### config.mk
export PLATFORM = sky130hd
export DESIGN_NAME = hp_bar_ctrl
export DESIGN_NICKNAME = d
export VERILOG_FILES = /design/src/rtl/hp_bar_ctrl.sv
export SDC_FILE = /design/constraint.sdc
export NUM_CORES = 1
export LEC_CHECK = 0
export BUFFER_PORTS_ARGS = -buffer_cell sky130_fd_sc_hd__clkbuf_2
export CAP_MARGIN = 10
export CORE_MARGIN = 8
export CORE_UTILIZATION = 40
export CTS_CLUSTER_SIZE = 10
export DETAILED_ROUTE_END_ITERATION = 10
export PLACE_DENSITY = 0.63
export RECOVER_POWER = 50
export SYNTH_ARGS = -nofsm -noshare
export SYNTH_HDL_FRONTEND = slang
export SYNTH_SLANG_ARGS = --single-unit
### constraint.sdc
create_clock -name clk -period 4 [get_ports clk]
set_clock_uncertainty 0.15 [all_clocks]
set_input_delay 0.2 -clock clk [delete_from_list [all_inputs] [get_ports clk]]
set_output_delay 0.2 -clock clk [all_outputs]
set_load 0.005 [all_outputs]
### src/rtl/hp_bar_ctrl.sv
// Battle-screen HP bar controller: MMIO target/display registers, per-bar
// frame-paced animation FSMs, and a 2-stage pipelined pixel overlay.
module hp_bar_ctrl #(
   parameter int unsigned MAX_HP      = 200,
   parameter int unsigned STEP_FRAMES = 2,
   parameter int unsigned CPU_X0      = 20,
   parameter int unsigned CPU_Y0      = 90,
   parameter int unsigned USR_X0      = 420,
   parameter int unsigned USR_Y0      = 300,
   parameter int unsigned BAR_H       = 8
) (
   input  logic        clk,
   input  logic        reset,
   input  logic        cs,
   input  logic        write,
   input  logic [4:0]  addr,
   input  logic [31:0] wr_data,
   output logic [31:0] rd_data,
   input  logic        frame_tick,
   input  logic [10:0] x,
   input  logic [10:0] y,
   output logic [11:0] hp_rgb,
   output logic        hp_en
);

   localparam int unsigned CW = (STEP_FRAMES > 1) ? $clog2(STEP_FRAMES) : 1;
   localparam logic [CW-1:0] CNT_LAST = CW'(STEP_FRAMES - 1);
   localparam logic [7:0]  MAX8  = 8'(MAX_HP);
   localparam logic [10:0] MAX11 = 11'(MAX_HP);

   typedef enum logic {IDLE, ANIM} bar_state_t;

   bar_state_t    state [2];
   logic [7:0]    disp  [2];
   logic [7:0]    tgt   [2];
   logic [CW-1:0] cnt   [2];
   logic [1:0]    done;

   logic          unused_wr_hi;
   assign unused_wr_hi = ^wr_data[31:8];

   function automatic logic [7:0] clamp_hp(input logic [7:0] d);
      return (d > MAX8) ? MAX8 : d;
   endfunction

   function automatic logic [11:0] bar_colour(input logic [7:0] d);
      logic [10:0] d11;
      d11 = {3'b000, d};
      if ((d11 << 1) > MAX11)
         return 12'h0F0;
      else if (((d11 << 2) + d11) > MAX11)
         return 12'hFF0;
      else
         return 12'hF00;
   endfunction

   // A done set in the same cycle as a done-clear write wins, so no completion is lost.
   always_ff @(posedge clk) begin
      if (reset) begin
         for (int unsigned i = 0; i < 2; i++) begin
            state[i] <= IDLE;
            disp[i]  <= MAX8;
            tgt[i]   <= MAX8;
            cnt[i]   <= '0;
         end
         done <= '0;
      end else begin
         if (cs && write && addr == 5'd3)
            done <= '0;
         for (int unsigned i = 0; i < 2; i++) begin
            if (cs && write && addr == 5'(i))
               tgt[i] <= clamp_hp(wr_data[7:0]);
            if (cs && write && addr == 5'd2 && wr_data[i]) begin
               disp[i]  <= tgt[i];
               state[i] <= IDLE;
               cnt[i]   <= '0;
            end else begin
               case (state[i])
                  IDLE: if (disp[i] != tgt[i]) state[i] <= ANIM;
                  ANIM: begin
                     if (disp[i] == tgt[i]) begin
                        done[i]  <= 1'b1;
                        state[i] <= IDLE;
                        cnt[i]   <= '0;
                     end else if (frame_tick) begin
                        if (cnt[i] == CNT_LAST) begin
                           cnt[i]  <= '0;
                           disp[i] <= (disp[i] < tgt[i]) ? disp[i] + 8'd1 : disp[i] - 8'd1;
                        end else begin
                           cnt[i] <= cnt[i] + CW'(1);
                        end
                     end
                  end
                  default: state[i] <= IDLE;
               endcase
            end
         end
      end
   end

   always_comb begin
      rd_data = '0;
      case (addr)
         5'd0:    rd_data = {15'b0, state[0] == ANIM, disp[0], tgt[0]};
         5'd1:    rd_data = {15'b0, state[1] == ANIM, disp[1], tgt[1]};
         5'd3:    rd_data = {30'b0, done[1], done[0]};
         default: rd_data = '0;
      endcase
   end

   logic        in_cpu, in_usr;
   logic [11:0] pix_rgb;
   logic        pix_en;
   logic [11:0] rgb_s1;
   logic        en_s1;

   assign in_cpu = (x >= 11'(CPU_X0)) && (x < 11'(CPU_X0 + MAX_HP)) &&
                   (y >= 11'(CPU_Y0)) && (y < 11'(CPU_Y0 + BAR_H));
   assign in_usr = (x >= 11'(USR_X0)) && (x < 11'(USR_X0 + MAX_HP)) &&
                   (y >= 11'(USR_Y0)) && (y < 11'(USR_Y0 + BAR_H));

   always_comb begin
      pix_en  = 1'b0;
      pix_rgb = '0;
      if (in_cpu) begin
         pix_en  = 1'b1;
         pix_rgb = (x < 11'(CPU_X0) + {3'b000, disp[0]}) ? bar_colour(disp[0]) : 12'h888;
      end else if (in_usr) begin
         pix_en  = 1'b1;
         pix_rgb = (x < 11'(USR_X0) + {3'b000, disp[1]}) ? bar_colour(disp[1]) : 12'h888;
      end
   end

   always_ff @(posedge clk) begin
      if (reset) begin
         rgb_s1 <= '0;
         en_s1  <= 1'b0;
         hp_rgb <= '0;
         hp_en  <= 1'b0;
      end else begin
         rgb_s1 <= pix_rgb;
         en_s1  <= pix_en;
         hp_rgb <= rgb_s1;
         hp_en  <= en_s1;
      end
   end

endmodule

==> key figures <==
Clock network
  – Clock sink total: 50
  – Post-CTS setup-driven buffer insertion count: 0
  – Clock tree from TritonCTS: built
  – Reg clk slew, reported paths: 0.06 ns
  – Number of gates resized after cts: 0
  – Number of hold-repair buffers added at the cts stage: 0
  – H-tree level count: 2
  – Worst-case clock buffer depth: 2
  – Number of buffers inserted during clock tree synthesis: 5
  – Source-to-sink clock delay at the later pin of the worst-skew pair: 0.29 ns
  – Library cell used as clock root buffer: clkbuf_16

GRT
  – Overflow after GRT: 0
  – Vias in the first global route: 4202
  – Pin count of the biggest net entering global routing: 23
  – Antenna violations before repair: 0
  – Aggregate global-route resource usage: around 15%
  – Global-route wire length before repair: between 15000 and 20000 um

Die
  – Number of top-level pins: 109
  – Horizontal extent of the die: 126 um
  – Floorplan core area: 11900 um2
  – Die H: 126 um
  – Effective utilization at floorplan: a little over 40%
  – Die Outline Area: 15800 um2
  – Core Rows: 40

Timing
  – Transition time at the pin with the least slew margin: 1.16 ns
  – Unrepaired setup endpoints after global routing: false
  – Count of final setup violators: 0
  – Final Cycle Share: around nine tenths
  – Achievable clock frequency: 276 MHz
  – Max-Slew Margin vs Limit: 21.5%
  – Final Hold Violating Endpoints: 0
  – Max-slew violation count: 0
  – Worst hold slack across all endpoints: 0.0709 ns
  – Total Negative Setup Slacks: 0 ns
  – Minimum setup slack in the final design: between 0.3 and 0.4 ns
  – Shortest period the worst path allows: 3.62 ns

Setup path
  – CP max stage cell: a2111o_1
  – Crit-path cells: inv_1, ha_1, nor2b_1, o211ai_1, a21oi_1, a2111o_1, ha_1, a21oi_1, o21ai_0, a2111oi_0, nor3_1, xnor3_1, a21oi_1
  – Number of buffer and inverter instances along the worst setup path: 1
  – Delay of the slowest critical-path stage: 0.54 ns
  – WP data required: 3.89 ns
  – Crit path launch type: flop
  – Reg-to-reg slack, setup: 0.38 ns
  – Category of the critical setup timing path: flop to flop
  – Largest fanout of any net on the critical path: 8
  – Kind of end point of the critical path: flop
  – Cell seen most often among critical-path stages: a21oi_1
  – Crit path arrival time: between 3 and 4 ns
  – Delay-heaviest family, CP: compound AO/OA/AOI/OAI gates

Drt
  – Via density: 5.50
  – Post-detailed-routing wire length: 12000 um
  – Wire per inst: 16.1 um
  – DR vias: 4090
  – Detailed-routing iteration count for the pre-antenna-repair pass: 4
  – Violation count after the first detailed-route iteration: 243
  – Final ANT Viol Nets: 0
  – DRC violations left: 0

Synthesis
  – Count of unique library cells instantiated by Yosys: 74
  – Most used DFF post-synth: edfxtp_1
  – Number of enable flip-flop cells after synthesis: 36
  – Synth async-reset ratio: 0%
  – Post-synthesis instance area: 4820 um2
  – Sequential share of the synthesized area: 28.3%
  – Count of synthesis-stage warnings from yosys: 0
  – Number of synthesized register bits: 50
  – Post-synthesis area per instance: 9.21 um2
  – Cells after synthesis: 523

Final layout
  – Leading cell type in the layout, fill and taps excluded: ha_1
  – Final #Nets: a little over 700
  – Final instance area: around 5400 um2
  – Count of filler cells inserted in the layout: 1162
  – Area Growth Syn to Fin: 12.1%
  – Layout cell share with drive strength beyond 1: about 16%
  – N_diodes: 0
  – Commonest cells after routing, fill and taps aside: ha_1, nor2_1, clkbuf_2, inv_1, edfxtp_1

Place
  – Post-Place Cell Area: around 5300 um2
  – Buffers on Ports: 65
  – Final estimated routing congestion in global placement: 0.826
  – Detailed Place HPWL: slightly below 10000 um
  – Worst-case setup slack after placement: about 0.41 ns

Power
  – Pwr dens: 267 nW/um2
  – Static power due to leakage: 0.00236 uW
  – IR drop worst, VDD: 0.206 mV
  – Power Total: 1440 uW

Status
  – Run status: finished, final reports clean

Min path
  – Hold/Removal Path Class: primary input to flop

Job
  – # Max-Cap Violations: 0
[flip-flops by register name, summed over array words and instances (netlist names)]
| signal | count |
|---|---|
| done | 2 |
| hp_en | 1 |
| hp_rgb | 5 |
| tgt | 16 |
| cnt | 2 |
| rgb_s1 | 5 |
| state | 2 |
| en_s1 | 1 |
| disp | 16 |
[where the power goes]
part           leakage (uW)  switching [uW]  internal [uW]
registers          0.000458            19.1            580
clock network     0.0000662             184            229
logic               0.00183             245            185
[worst paths after layout]
| check | endpoint | from | cells after the start |
|---|---|---|---|
| setup / recovery | disp[0][7]$_SDFFCE_PP1P_ | tgt[0][1]$_DFFE_PP_ | 13 |
| hold reg to reg | hp_rgb[11]$_SDFF_PP0_ | rgb_s1[11]$_SDFF_PP0_ | 1 |
| setup reg to reg | disp[0][7]$_SDFFCE_PP1P_ | tgt[0][1]$_DFFE_PP_ | 13 |
| hold / removal | tgt[0][3]$_DFFE_PP_ | wr_data[3] | 2 |
[cells by family (layout without fill, tap and decap cells)]
| kind of cell | Yosys count | count (layout) | synth area share (%) |
|---|---|---|---|
| xor gates and xnor gates | 25 | 25 | 5.14 |
| buffers and inverters | 71 | 127 | 7.82 |
| adders and majority gates | 67 | 67 | 18.0 |
| AOI/OAI and AO/OA | 122 | 122 | 17.9 |
| other | 1 | 18 | 0.0778 |
| and+or+nand+nor | 171 | 171 | 19.4 |
| DFF | 50 | 50 | 28.3 |
| muxes | 16 | 16 | 3.32 |
[stage by stage]
stage                     util (%)  cells
after global routing          45.5    743
after detailed placement      44.6    736
after global placement        44.6    736
after floorplan                  -    540
after CTS                     45.7    743
final                         45.5    743
[cell usage after synthesis, types with 9 or more instances]
master	n	area, um2
nor3_1	9	45.0
buf_4	23	173
o211ai_1	11	82.6
o21ai_0	20	100
inv_1	36	135
nor2_1	55	206
a21oi_1	27	135
dfxtp_1	14	280
nor2b_1	12	75.1
xor2_1	12	105
nand2_1	30	113
edfxtp_1	36	1080
mux2i_1	16	160
xnor2_1	11	96.3
ha_1	63	788
[worst reg2reg max path: stages (launching register included)]
cell       delay [ns]
edfxtp_1         0.35
inv_1            0.13
ha_1             0.25
nor2b_1          0.13
o211ai_1         0.14
a21oi_1          0.10
a2111o_1         0.54
ha_1             0.33
a21oi_1          0.18
o21ai_0          0.14
a2111oi_0        0.49
nor3_1           0.14
xnor3_1          0.22
a21oi_1          0.06
[layer usage]
metal | vias to the layer above | global-route usage (%) | wire [um]
met3 | 12 | 4.01 | 807
met1 | 1926 | 17.3 | 5290
met5 | - | 0 | 0
met2 | 121 | 27.7 | 5730
met4 | 0 | 4.03 | 163
li1 | 2031 | - | -
[final cells by class]
class	count	area, um2	share of cell area (%)
multi-input combinational	419	3140	58.2
sequential	50	1360	25.2
timing repair buffer	83	433	8.02
tap	147	184	3.41
inverter	37	139	2.57
clock buffer	5	125	2.32
clock inverter	2	13.8	0.255
Note: power is estimated with default switching activity, not from simulation.
